### config.mk
export PLATFORM = sky130hd
export DESIGN_NAME = pixel_packer
export DESIGN_NICKNAME = d
export VERILOG_FILES = /design/src/rtl/vlb_pkg.sv /design/src/rtl/pixel_packer.sv
export SDC_FILE = /design/constraint.sdc
export NUM_CORES = 1
export LEC_CHECK = 0
export BUFFER_PORTS_ARGS = -buffer_cell sky130_fd_sc_hd__buf_2
export CAP_MARGIN = 20
export CORE_ASPECT_RATIO = 1.25
export CORE_MARGIN = 2
export CORE_UTILIZATION = 40
export CTS_BUF_LIST = sky130_fd_sc_hd__clkbuf_16
export DETAILED_ROUTE_END_ITERATION = 16
export SYNTH_ARGS = -nofsm -noshare
export SYNTH_HDL_FRONTEND = slang
export SYNTH_SLANG_ARGS = --single-unit
### constraint.sdc
create_clock -name clk_in -period 3.3 [get_ports clk_in]
set_input_delay 0.33 -clock clk_in [delete_from_list [all_inputs] [get_ports clk_in]]
set_output_delay 0.33 -clock clk_in [all_outputs]
set_load 0.01 [all_outputs]
### src/rtl/vlb_pkg.sv
// Shared frame-buffer pixel format: type/colour constants, draw-colour and
// packer state enums, and the RGB565 + overlay -> 8-bit encoder.
package vlb_pkg;

    localparam logic [1:0] PIX_TYPE_DRAWN = 2'b11;
    localparam logic [1:0] PIX_TYPE_CAM   = 2'b00;

    localparam logic [5:0] COLOR_MAGENTA = 6'b111111;
    localparam logic [5:0] COLOR_YELLOW  = 6'b101010;
    localparam logic [5:0] COLOR_BLUE    = 6'b000000;

    typedef enum logic [1:0] {
        MAGENTA = 2'd0,
        YELLOW  = 2'd1,
        BLUE    = 2'd2,
        ERASE   = 2'd3
    } draw_color_e;

    typedef enum logic [1:0] {
        IDLE   = 2'd0,
        ACTIVE = 2'd1,
        DONE   = 2'd2
    } state_e;

    // Erase falls through to the camera pixel, exactly like an undrawn pixel.
    function automatic logic [7:0] pack_pixel(input logic [15:0] rgb565,
                                              input logic draw,
                                              input draw_color_e color);
        logic [7:0] p;
        p = {PIX_TYPE_CAM, rgb565[15:14], rgb565[10:9], rgb565[4:3]};
        if (draw) begin
            case (color)
                MAGENTA: p = {PIX_TYPE_DRAWN, COLOR_MAGENTA};
                YELLOW:  p = {PIX_TYPE_DRAWN, COLOR_YELLOW};
                BLUE:    p = {PIX_TYPE_DRAWN, COLOR_BLUE};
                default: ;
            endcase
        end
        return p;
    endfunction

endpackage

### src/rtl/pixel_packer.sv
// Decimates the camera/overlay pixel stream and writes packed bytes to the
// frame-buffer BRAM with a sequential address counter.
module pixel_packer
    import vlb_pkg::*;
#(
    parameter int IN_WIDTH   = 320,
    parameter int IN_HEIGHT  = 240,
    parameter int DECIM_LOG2 = 1,
    parameter int ADDR_W     = $clog2((IN_WIDTH >> DECIM_LOG2) * (IN_HEIGHT >> DECIM_LOG2))
) (
    input  logic              clk_in,
    input  logic              rst_n_in,
    input  logic              valid_in,
    input  logic              frame_start_in,
    input  logic [15:0]       pixel_in,
    input  logic              draw_in,
    input  logic [1:0]        draw_color_in,
    output logic [ADDR_W-1:0] addr_out,
    output logic [7:0]        data_out,
    output logic              we_out,
    output logic              frame_done_out,
    output logic [1:0]        err_out
);

    localparam int COL_W = (IN_WIDTH > 1) ? $clog2(IN_WIDTH) : 1;
    localparam int ROW_W = (IN_HEIGHT > 1) ? $clog2(IN_HEIGHT) : 1;
    localparam logic [COL_W-1:0] COL_LAST   = COL_W'(IN_WIDTH - 1);
    localparam logic [ROW_W-1:0] ROW_LAST   = ROW_W'(IN_HEIGHT - 1);
    localparam logic [COL_W-1:0] DEC_MASK_C = COL_W'((1 << DECIM_LOG2) - 1);
    localparam logic [ROW_W-1:0] DEC_MASK_R = ROW_W'((1 << DECIM_LOG2) - 1);

    // Accepted-pixel register: the edge that samples valid_in.
    logic        in_valid, in_start, in_draw;
    logic [15:0] in_pixel;
    logic [1:0]  in_color;

    state_e             state, nxt_state;
    logic [COL_W-1:0]   col, nxt_col, pc;
    logic [ROW_W-1:0]   row, nxt_row, pr;
    logic [ADDR_W-1:0]  addr, nxt_addr, pa;
    logic               proc, kept, last, err_short, err_over;

    logic               s1_we, s1_done;
    logic [ADDR_W-1:0]  s1_addr;
    logic [7:0]         s1_data;
    logic [1:0]         s1_err;

    always_comb begin
        nxt_state = state;
        nxt_col   = col;
        nxt_row   = row;
        nxt_addr  = addr;
        proc      = 1'b0;
        pc        = col;
        pr        = row;
        pa        = addr;
        err_short = 1'b0;
        err_over  = 1'b0;
        if (in_valid) begin
            if (in_start) begin
                proc      = 1'b1;
                pc        = '0;
                pr        = '0;
                pa        = '0;
                err_short = (state == ACTIVE) && ((col != '0) || (row != '0));
            end else if (state == ACTIVE) begin
                proc = 1'b1;
            end else if (state == DONE) begin
                err_over = 1'b1;
            end
        end
        kept = proc && ((pc & DEC_MASK_C) == '0) && ((pr & DEC_MASK_R) == '0);
        last = proc && (pc == COL_LAST) && (pr == ROW_LAST);
        if (proc) begin
            nxt_addr = kept ? pa + 1'b1 : pa;
            if (pc == COL_LAST) begin
                nxt_col = '0;
                nxt_row = (pr == ROW_LAST) ? '0 : pr + 1'b1;
            end else begin
                nxt_col = pc + 1'b1;
                nxt_row = pr;
            end
            nxt_state = last ? DONE : ACTIVE;
        end
    end

    always_ff @(posedge clk_in) begin
        if (!rst_n_in) begin
            in_valid       <= 1'b0;
            in_start       <= 1'b0;
            in_draw        <= 1'b0;
            in_pixel       <= '0;
            in_color       <= '0;
            state          <= IDLE;
            col            <= '0;
            row            <= '0;
            addr           <= '0;
            s1_we          <= 1'b0;
            s1_done        <= 1'b0;
            s1_addr        <= '0;
            s1_data        <= '0;
            s1_err         <= '0;
            we_out         <= 1'b0;
            frame_done_out <= 1'b0;
            addr_out       <= '0;
            data_out       <= '0;
            err_out        <= '0;
        end else begin
            in_valid <= valid_in;
            in_start <= valid_in & frame_start_in;
            in_draw  <= draw_in;
            in_pixel <= pixel_in;
            in_color <= draw_color_in;
            state    <= nxt_state;
            col      <= nxt_col;
            row      <= nxt_row;
            addr     <= nxt_addr;
            s1_we    <= kept;
            s1_done  <= last;
            s1_err   <= {err_over, err_short};
            if (kept) begin
                s1_addr <= pa;
                s1_data <= pack_pixel(in_pixel, in_draw, draw_color_e'(in_color));
            end
            we_out         <= s1_we;
            frame_done_out <= s1_done;
            err_out        <= s1_err;
            // Address and data hold between writes.
            if (s1_we) begin
                addr_out <= s1_addr;
                data_out <= s1_data;
            end
        end
    end

endmodule

==> results of run 1 <==
==> layout by cell type (no fill, tap or decap), types with 3 or more instances in the layout <==
master	n
clkbuf_16	9
nor2_1	57
o21ai_0	16
nand2_1	46
or3_1	5
a31oi_1	14
and2_0	3
inv_1	4
dfxtp_1	97
a21oi_1	24
nand3_1	21
buf_4	6
mux2i_1	22
a211oi_1	3
nor4_1	10
and2_1	26
nor3_1	10
buf_2	39
xnor2_1	10
xor2_1	3
nand4_1	8
clkinv_1	3
o21a_1	3
and3_1	4
==> flip-flops by register name, indices dropped and copies added (netlist names), 6 cells and up <==
name and flops:
addr 15, addr_out 15, col 9, data_out 7, in_pixel 6, row 8
s1_addr 15, s1_data 7
==> worst register-to-register path: stages, from the launching register on <==
cell,delay (ns)
dfxtp_1,0.43
nand2_1,0.19
buf_4,0.32
and2_1,0.26
ha_1,0.25
nand3_1,0.18
nor3_1,0.28
xnor2_1,0.16
nor2_1,0.05
==> metrics by stage <==
| step | utilization (%) | hold slack [ns] | std cells | total power [uW] |
|---|---|---|---|---|
| 2_1_floorplan | - | 0.412 | 451 | 1280 |
| 3_3_place_gp | 43.5 | 0.423 | 591 | 1310 |
| 3_5_place_dp | 43.5 | 0.419 | 591 | 1310 |
| 4_1_cts | 46.3 | 0.179 | 607 | 2260 |
| 5_1_grt | 46.3 | 0.191 | 607 | 2330 |
| 6_report | 46.3 | 0.192 | 607 | 2230 |
==> Yosys cell counts (2+ instances only) <==
library cell  instances
buf_1                 2
buf_4                 2
and4_1                2
buf_2                 6
nor2b_1               2
buf_6                 4
xor2_1                3
mux2i_1              22
a21oi_1              24
and2_1               26
o21ai_1               2
a211oi_1              3
o21ai_0              16
nand2_1              46
and3_1                4
a31oi_1              14
or3_1                 5
nand4_1               8
nor3_1               10
nand3_1              21
clkbuf_8              2
clkbuf_1             13
dfxtp_1              97
and2_0                3
nor4_1               10
nor2_1               57
xnor2_1              10
ha_1                  2
inv_1                 4
o21a_1                3
nand2b_1              2
==> final timing paths <==
kind | startpoint | end | slack (ns) | cells after the start
max reg2reg | in_valid | addr[12] | 1.06 | 8
max | in_valid | addr[12] | 1.06 | 8
min | pixel_in[4] | in_pixel[4] | 0.19 | 2
min reg2reg | s1_done | frame_done_out | 0.43 | 1
==> report_power, final <==
part / total, uW / switching, uW / internal, uW
sequential: 1210 / 19.9 / 1190
clock: 949 / 439 / 509
combinational: 73.4 / 47.0 / 26.4
==> kinds of logic after synthesis <==
kind of cell | count (synthesis) | share of synthesized area (%)
buffers and inverters | 35 | 5.02
AOI/OAI and AO/OA | 74 | 11.2
and+or+nand+nor | 208 | 26.4
DFF | 97 | 48.4
xor gates and xnor gates | 13 | 2.84
muxes | 22 | 5.49
adders and majority gates | 2 | 0.624
==> area by class of cell <==
cell class / instances / area (um^2)
clock buffer: 9 / 225
clock inverter: 7 / 45.0
fill: 983 / 5220
inverter: 4 / 15.0
multi-input combinational: 319 / 1870
sequential: 97 / 1940
tap: 126 / 158
timing repair buffer: 45 / 240
==> routing by layer <==
metal  vias to the layer above  track usage [%]
li1                       1617                -
met1                      1452             19.7
met2                        64             26.2
met3                        17             3.84
met4                         0             8.02
met5                         -                0
==> flow_results.org, run 1 <==
** Worst setup path
- Critical Path Start Type :: flip-flop
- Maximum cell stage delay along the critical path :: 0.43 ns
- Library cell contributing the largest single delay on the critical path :: dfxtp_1
- Crit path buf inv count :: 1
- Setup crit end kind :: flip-flop
- Type of the worst setup path :: reg2reg
- Arr. time, crit path :: 2.46 ns
- Required arrival time at the worst endpoint :: 3.52 ns
- CP max FO :: 28
- The kind of cell with the highest combined delay along the critical path is simple AND/OR/NAND/NOR gates.
- Walking the worst path, the cells encountered are nand2_1, buf_4, and2_1, ha_1, nand3_1, nor3_1, xnor2_1, nor2_1.

** Clock tree
- In this run, CTS created clock tree buffers numbering 9.
- Clock tree sinks :: 97
- CTS Root Buffer Type :: clkbuf_16
- Hold buffer count at CTS :: 0
- The H-tree was split into 3 levels.
- Post-cts repair resize count :: 0
- Number of buffers added for setup after CTS :: 0
- Clock-pin slew of the registers on the worst-case setup and hold paths :: 0.07 ns
- In this run the deepest clock path goes through 2 buffers.
- TritonCTS built the clock tree.
- Clock latency on the worst-skew pair, taken at its later pin, is 0.34 ns.

** Hold path
- Hold WC Path Type :: in2reg

** Yosys
- Cell taking the most area after synthesis :: dfxtp_1
- Yosys warning total :: 0
- Of the post-synthesis cell area, the dominant cell type holds 48.4%.
- Ranked by total cell area, the synthesized netlist is headed by dfxtp_1 (48%), mux2i_1 (5.5%), nor2_1 (5.3%).
- The share of the Yosys chip area taken by registers is 48.4%.
- Top flip-flop cell by instance count after synthesis :: dfxtp_1
- Post-synth cell types :: 57
- Yosys mapped a number of flops with a built-in enable equal to 0.
- Register bit count reported by yosys :: 97
- Cell area after technology mapping :: 4010 um^2
- Async SR Flop Fraction :: 0%
- Synthesized area per cell :: 8.89 um^2
- The cell count after synthesis came out at 451.
- Synthesis produced a netlist with a net count of 476.

** Power and ir drop
- Areal power density over the cells :: 496 nW/um^2
- In this run the static leakage power is 0.00168 uW.
- The worst-case IR drop observed on VDD is 0.215 mV.

** STA
- Fraction of the cycle the final worst path needs :: 68.0%
- Measured slew at the worst slew-check pin :: 1.02 ns
- Minimum clock period after layout :: 2.24 ns
- The worst path meets setup with 1.06 ns of slack.
- Setup total negative slack :: 0 ns
- Setup Viol. Count Final :: 0
- For the final database, setup skew stands at 0.00692 ns.
- Highest achievable clock rate :: 0.446 GHz
- Setup repair after global routing left no endpoint under its margin.
- Pins Over Slew Limit :: 0
- Number of hold-slack violations in the final timing report :: 0
- Measured against its own limit, the worst slew margin works out to 32.1%.

** Detailed routing
- The count of nets left with antenna violations once routing finished came out at 0.
- Number of vias in the routed layout :: 3,150
- The highest metal layer carrying signal wires in the routed design is met4.
- Total detailed-routing wirelength :: 8030 um
- DRC viols :: 0
- Routed metal-1 wirelength :: 3600 um
- Initial DRC Count :: 108
- DR pass1 iterations :: 4
- Dividing the detail-routed wire length by the instance count gives 13.2 um.
- Sum of met3 wire segment lengths after detailed routing :: 350 um
- Number of vias per cell :: 5.19
- After detailed routing, the met2 layer carries 3870 um of wire.

** Global route
- Via count of the first global-routing pass :: 2,954
- First-pass GRT wire length :: 13,700 um
- Entering global routing, the biggest net connects 56 pins.
- GRT Total Usage :: 16.0%
- Antenna violations before repair :: 0
- Residual overflow from global routing :: 0

** Floorplan
- Die boundary height :: 116 um
- Standard cell core area :: 9710 um^2
- Overall die width :: 93.5 um
- Number of standard-cell rows in the floorplan :: 40
- Starting density of the core :: 41.3%
- Top Ports :: 50
- The die covers 10,800 um^2.

** Final layout
- From synthesis to final layout, the design area changed by 12.0%.
- Final std cell area, no fill :: 4490 um^2
- The post-route netlist has 14.1% of its cells at a drive strength greater than 1.
- The repair_antennas step left the layout with diodes totalling 0.
- Nets@finish :: 501

** Placed design
- Post-Place Worst Slack :: 1.08 ns
- At the end of routability-driven placement, the weighted congestion stood at 0.821.
- During placement, the flow inserted port buffers numbering 39.
- Post-detailed-placement cell area :: 4220 um^2
- Half-perimeter wire length of the detailed placement result :: 5390 um

** Run
- Number of violations of the max-capacitance limit :: 0

** Outcome
- Status :: completed
No activity file was read; power rests on OpenSTA's default activity.
==> run 2: changes to the inputs <==
Clock period 3.3 ns to 1.9 ns, I/O delays scaled along.
==> flow_results.org, run 2 (synthesis results as in run 1) <==
** Worst setup path
- Worst setup path startpoint :: in_valid
- STA classifies the critical path endpoint as a flip-flop.
- Reg2reg end :: row[6]
- The number of cells on the worst reg-to-reg path is 8.
- The critical path is of the reg2reg type.
- At the worst endpoint, the arrival time is 2.08 ns.
- Required arrival time at the worst endpoint :: 2.18 ns
- Setup slack of the most critical reg-to-reg path :: 0.1 ns
- Following the worst setup path forward leads to its endpoint at row[6].
- Critical Path Start Type :: flip-flop
- The worst register-to-register path begins at in_valid.
- CP max FO :: 5

** Run
- Number of violations of the max-capacitance limit :: 0

** Final layout
- Largest registers :: addr: 15 flops, addr_out: 15 flops, s1_addr: 15 flops
- Nets@finish :: 516
- Relative to the synthesized area, the layout overhead comes to 17.1%.
- Final antenna diode count :: 0
- Layout fillers :: 926
- Of the cells placed in the final design, the portion with a size suffix greater than 1 is 19.0%.
- Top library cells by usage in the layout, fill and taps aside :: dfxtp_1 (96), nor2_1 (57), nand2_1 (45)
- The library cell used most frequently in the layout, excluding fill and tap cells, is dfxtp_1.

** STA
- The final number of max-transition violations was 0.
- Minimum clock period after layout :: 1.80 ns
- Measured slew at the worst slew-check pin :: 0.485 ns
- Post-Route Skew :: 0.00749 ns
- In this run the tightest slew margin relative to its limit is 67.7%.
- Number of hold-slack violations in the final timing report :: 0
- Static timing analysis puts the maximum clock frequency at 0.554 GHz.
- Setup violations remaining at the end of the flow were counted as 0.
- Slack of the critical path :: 0.0954 ns
- The worst path uses 95.0% of the clock period.
- Setup repair after global routing left no endpoint under its margin.
- In the final timing run, aggregate negative setup slack is 0 ns.
- Hold is met by 0.0548 ns.

** Floorplan
- The die covers 10,800 um^2.
- In this run the standard cell core region covers 9710 um^2.
- Number of standard-cell rows in the floorplan :: 40
- 50 I/O pins were placed.
- Overall die width :: 93.5 um
- Die boundary height :: 116 um
- Starting density of the core :: 41.3%

** Clock tree
- Clock latency on the worst-skew pair, taken at its later pin, is 0.34 ns.
- For this design, the CTS-stage hold fixing added 0 buffers.
- Post-CTS repair changed the size of 0 cells.
- Number of buffers added for setup after CTS :: 0
- TritonCTS built the clock tree.
- Count of H-tree levels built during CTS :: 3
- For this design, the sink count on the clock tree is 97.
- Maximum root-to-sink buffer count :: 2
- Number of clock buffers inserted by TritonCTS :: 9
- CTS Root Buffer Type :: clkbuf_16
- Clock-pin slew of the registers on the worst-case setup and hold paths :: 0.07 ns

** Global route
- Global routing consumed, over all layers together, 16.4% of the routing resources.
- The first global-routing pass estimated 14,200 um of wire.
- Entering global routing, the biggest net connects 47 pins.
- Via count of the first global-routing pass :: 3,038
- Antenna violations before repair :: 0
- For this run the aggregate overflow at the end of global routing stands at 0.

** Detailed routing
- Average detailed-routed wire length per instance :: 13.5 um
- The count of nets left with antenna violations once routing finished came out at 0.
- Number of vias in the routed layout :: 3,184
- DR pass1 iterations :: 4
- DRC viols :: 0
- After detailed routing, the total wire length is 8390 um.
- Number of vias per cell :: 5.12
- Initial DRC Count :: 88

** Power and ir drop
- IR analysis of the VDD net gives a maximum drop of 0.474 mV.
- For this design the ratio of total power to cell area is 839 nW/um^2.
- For this design the static power due to leakage is 0.00179 uW.

** Placed design
- Final GP Congestion :: 0.860
- Post-Place Worst Slack :: 0.0489 ns
- Buffers added on ports :: 39
- The wire-length estimate of the detail-placed layout is 5710 um.

** Outcome
- Status :: completed

** Hold path
- The tightest min-delay check is of the in2reg type.
==> run 2: routing by layer <==
layer  share of wire, %  GRT usage, %  vias to the layer above
met3                2.9          3.77                       17
li1                   -             -                     1656
met4                2.1          6.38                        0
met5                  0             0                        -
met1                 47          20.6                     1464
met2                 48          27.5                       47
==> run 2: metrics by stage <==
stage               power [uW]  area (um^2)  util [%]  cells
global route              4100         4700      48.4    622
floorplan                 2230         4050         -    451
global placement          2280         4380      45.1    606
finish                    3940         4700      48.4    622
detailed placement        2290         4380      45.1    606
CTS                       3980         4660      48.0    622
==> run 2: area by class of cell <==
cell class	count	area, um^2	share of cell area [%]
inverter	4	15.0	0.320
timing repair buffer	60	378	8.05
multi-input combinational	319	1920	41.0
tap	126	158	3.36
clock inverter	7	53.8	1.15
sequential	97	1940	41.4
clock buffer	9	225	4.80
==> run 2: worst min path at each step <==
stage | startpoint | to | slack, ns | depth (start not counted)
final | pixel_in[4] | in_pixel[4] | 0.05 | 2
after global routing | pixel_in[15] | in_pixel[15] | 0.05 | 2
after CTS | pixel_in[4] | in_pixel[4] | 0.05 | 2
after detailed placement | pixel_in[4] | in_pixel[4] | 0.41 | 2
after global placement | pixel_in[15] | in_pixel[15] | 0.40 | 2
after floorplan | valid_in | in_valid | 0.31 | 1
==> run 2: worst max-delay path, stage by stage (launching register included) <==
cell,delay (ns)
dfxtp_1,0.34
nand2_4,0.11
and2_4,0.16
ha_4,0.13
and2_4,0.15
and4_4,0.25
nand4_1,0.11
or4_1,0.41
nand3_1,0.09
==> run 2: where the power goes <==
| group | total, uW | leakage [uW] | internal [uW] | switching, uW |
|---|---|---|---|---|
| sequential | 2090 | 0.000785 | 2060 | 28.1 |
| combinational | 153 | 0.000871 | 60.2 | 92.7 |
| clock | 1700 | 0.000135 | 902 | 796 |
==> run 3: changes to the inputs <==
Settings changed: MAX_ROUTING_LAYER from default to met4, REMOVE_ABC_BUFFERS from default to 1.
==> flow_results.org, run 3 (synthesis results as in run 1) <==
** STA
- The final number of max-transition violations is 0.
- Setup Viol. Count Final :: 0
- RSZ-0062 raised after global routing :: true
- Setup total negative slack :: 0 ns
- The routed design could run at a clock period as short as 1.82 ns.
- For the pin with the worst max-slew slack, the measured transition is 0.389 ns.
- Max-slew headroom at the worst pin :: 74.1%
- The number of hold-slack violations in the final timing report came to 0.
- Slack of the critical path :: 0.0845 ns
- Post-Route Skew :: 0.00701 ns
- Timing would allow up to 0.551 GHz.
- The worst path uses 95.6% of the clock period.

** Global route
- The via count of the first global-routing pass was 3,154.
- Largest net degree at the start of global routing :: 49
- First-pass GRT wire length :: 14,700 um
- GRT Total Usage :: 17.4%
- Antenna violations before repair :: 0
- Residual overflow from global routing :: 0

** Worst setup path
- Data on the critical path is required at its endpoint by 2.19 ns.
- Reg2reg end :: row[6]
- STA classifies the critical path endpoint as a flip-flop.
- CP max FO :: 6
- The critical path in this run is classified as reg2reg.
- Top delay family on crit path :: simple AND/OR/NAND/NOR gates
- The critical path ends at row[6].
- The most critical setup path has its startpoint at in_valid.
- On the worst path, the slowest cell contributes a delay of 0.41 ns.
- The worst register-to-register path has a setup slack of 0.08 ns.
- Library cell contributing the largest single delay on the critical path :: or4_1
- Number of cells traversed by the worst register-to-register path :: 8
- In this run the critical register-to-register path is launched from in_valid.
- STA classifies the critical path startpoint as a flip-flop.
- Counting both buffers and inverters, the worst setup path holds a total of 0.
- Sequence of cells on the critical path :: nand2_2, and2_4, ha_2, and2_4, and4_4, nand4_1, or4_1, nand3_1
- STA puts the critical path data arrival time at 2.10 ns.
- By instance count, the cell type seen most on the critical path is and2_4.
- Total stage count of the critical path :: 8

** Power and ir drop
- VDD sags by at most 0.375 mV.
- Combinational logic is responsible for 3.9% of the overall power.
- Switching Fraction :: 22.7%
- Leakage :: 0.00182 uW
- The clock network is responsible for 45.0% of the overall power.
- Overall power :: 4090 uW
- Switching power total :: 930 uW
- Seq pwr share :: 51.1%
- Dividing total power by cell area gives a power density of 857 nW/um^2.
- Internal Pwr Total :: 3160 uW

** Final layout
- Final std cell area, no fill :: 4770 um^2
- In the layout the commonest cells are dfxtp_1 (95), nor2_1 (57), nand2_1 (45).
- Area of combinational cells with multiple inputs :: 1920 um^2
- Area Growth Syn to Fin :: 19.0%
- 0 antenna diodes ended up in the layout.
- Fraction of layout cells with a size suffix above 1 :: 19.9%
- The layout has 955 filler cells.
- The largest registers in the layout are addr: 15 flops, addr_out: 15 flops, s1_addr: 15 flops.
- Nets@finish :: 522
- The sequential cells in the finished layout cover a total of 1940 um^2.
- Commonest non-fill, non-tap cell in the layout :: dfxtp_1

** Floorplan
- Measured along the y axis, the die boundary spans 116 um.
- Starting density of the core :: 41.3%
- Total Die Area :: 10,800 um^2
- Standard cell core area :: 9710 um^2
- After floorplanning, the core was divided into 40 placement rows.
- Top Ports :: 50
- Overall die width :: 93.5 um

** Detailed routing
- The detailed router finished its first iteration with 119 violations.
- The detailed router placed 3,265 vias in this run.
- Total detailed-routing wirelength :: 8750 um
- Average detailed-routed wire length per instance :: 13.9 um
- Number of vias per cell :: 5.20
- In this run the remaining antenna-violating nets after routing total 0.
- The first TritonRoute pass finished after 4 iterations.
- DRC viols :: 0

** Outcome
- Status :: completed

** Clock tree
- In this run, CTS created clock tree buffers numbering 9.
- TritonCTS built the clock tree.
- Maximum root-to-sink buffer count :: 2
- Clk_lat worst skew :: 0.34 ns
- CTS Root Buffer Type :: clkbuf_16
- The clock tree synthesis step divided the H-tree into 3 levels.
- After clock tree synthesis, the clock-pin slew on the worst setup and hold paths is 0.07 ns.
- Clock tree sinks :: 97
- Hold buffer count at CTS :: 0

** Placed design
- Buffers added on ports :: 39
- At the end of routability-driven placement, the weighted congestion stood at 0.882.
- Summing all placed instances gives a cell area of 4400 um^2.
- Half-perimeter wire length of the detailed placement result :: 5780 um
- Post-Place Worst Slack :: -0.151 ns

** Run
- Number of violations of the max-capacitance limit :: 0

** Hold path
- The worst hold path was traced through 2 stages.
- In this run the worst hold path is classified as in2reg.
-- run 3: cell types whose count changed in the layout (fill, tap and decap cells not counted), sizes merged --
cell	delta
buf	+6
bufinv	+1
clkinv	+1
inv	-2
-- run 3: power by group through the flow --
stage	sequential, uW	clock (uW)	combinational [uW]
2_1_floorplan	2130	0	76.6
3_3_place_gp	2130	0	155
6_report	2090	1840	160
4_1_cts	2080	1890	160
3_5_place_dp	2130	0	157
5_1_grt	2090	1970	179
-- run 3: cell type report --
class | instances | share of cell area [%]
Sequential cell | 97 | 40.8
Multi-Input combinational cell | 319 | 40.2
Clock buffer | 9 | 4.72
Clock inverter | 7 | 1.63
Tap cell | 126 | 3.30
Inverter | 4 | 0.315
Timing Repair Buffer | 66 | 9.13
-- run 3: through the flow --
step                hold slack [ns]  std cells  utilization (%)
floorplan                     0.308        420                -
global placement              0.398        610             45.3
detailed placement            0.402        610             45.3
CTS                          0.0477        626             48.6
global route                 0.0589        628             49.1
finish                       0.0536        628             49.1
-- run 3: per-layer routing --
metal,global-route usage [%],routed length [um],vias up
li1,-,-,1659
met1,19.4,3850,1540
met2,30.7,4450,54
met3,3.12,269,12
met4,7.15,178,0
met5,-,0,-
-- run 3: worst min-delay path by stage --
| stage | startpoint | end | slack [ns] |
|---|---|---|---|
| 6_report | pixel_in[9] | in_pixel[9] | 0.05 |
| 5_1_grt | draw_color_in[1] | in_color[1] | 0.06 |
| 4_1_cts | pixel_in[9] | in_pixel[9] | 0.05 |
| 3_5_place_dp | pixel_in[9] | in_pixel[9] | 0.40 |
| 3_3_place_gp | pixel_in[10] | in_pixel[10] | 0.40 |
| 2_1_floorplan | rst_n_in | addr[7] | 0.31 |
-- run 3: repair_timing --
item | CTS | global route
pin swaps | 0 | 2
resized for setup | 2 | 10
buffers inserted | 0 | 2
cloned | 0 | 0
endpoints found under the setup margin | 13 | 12
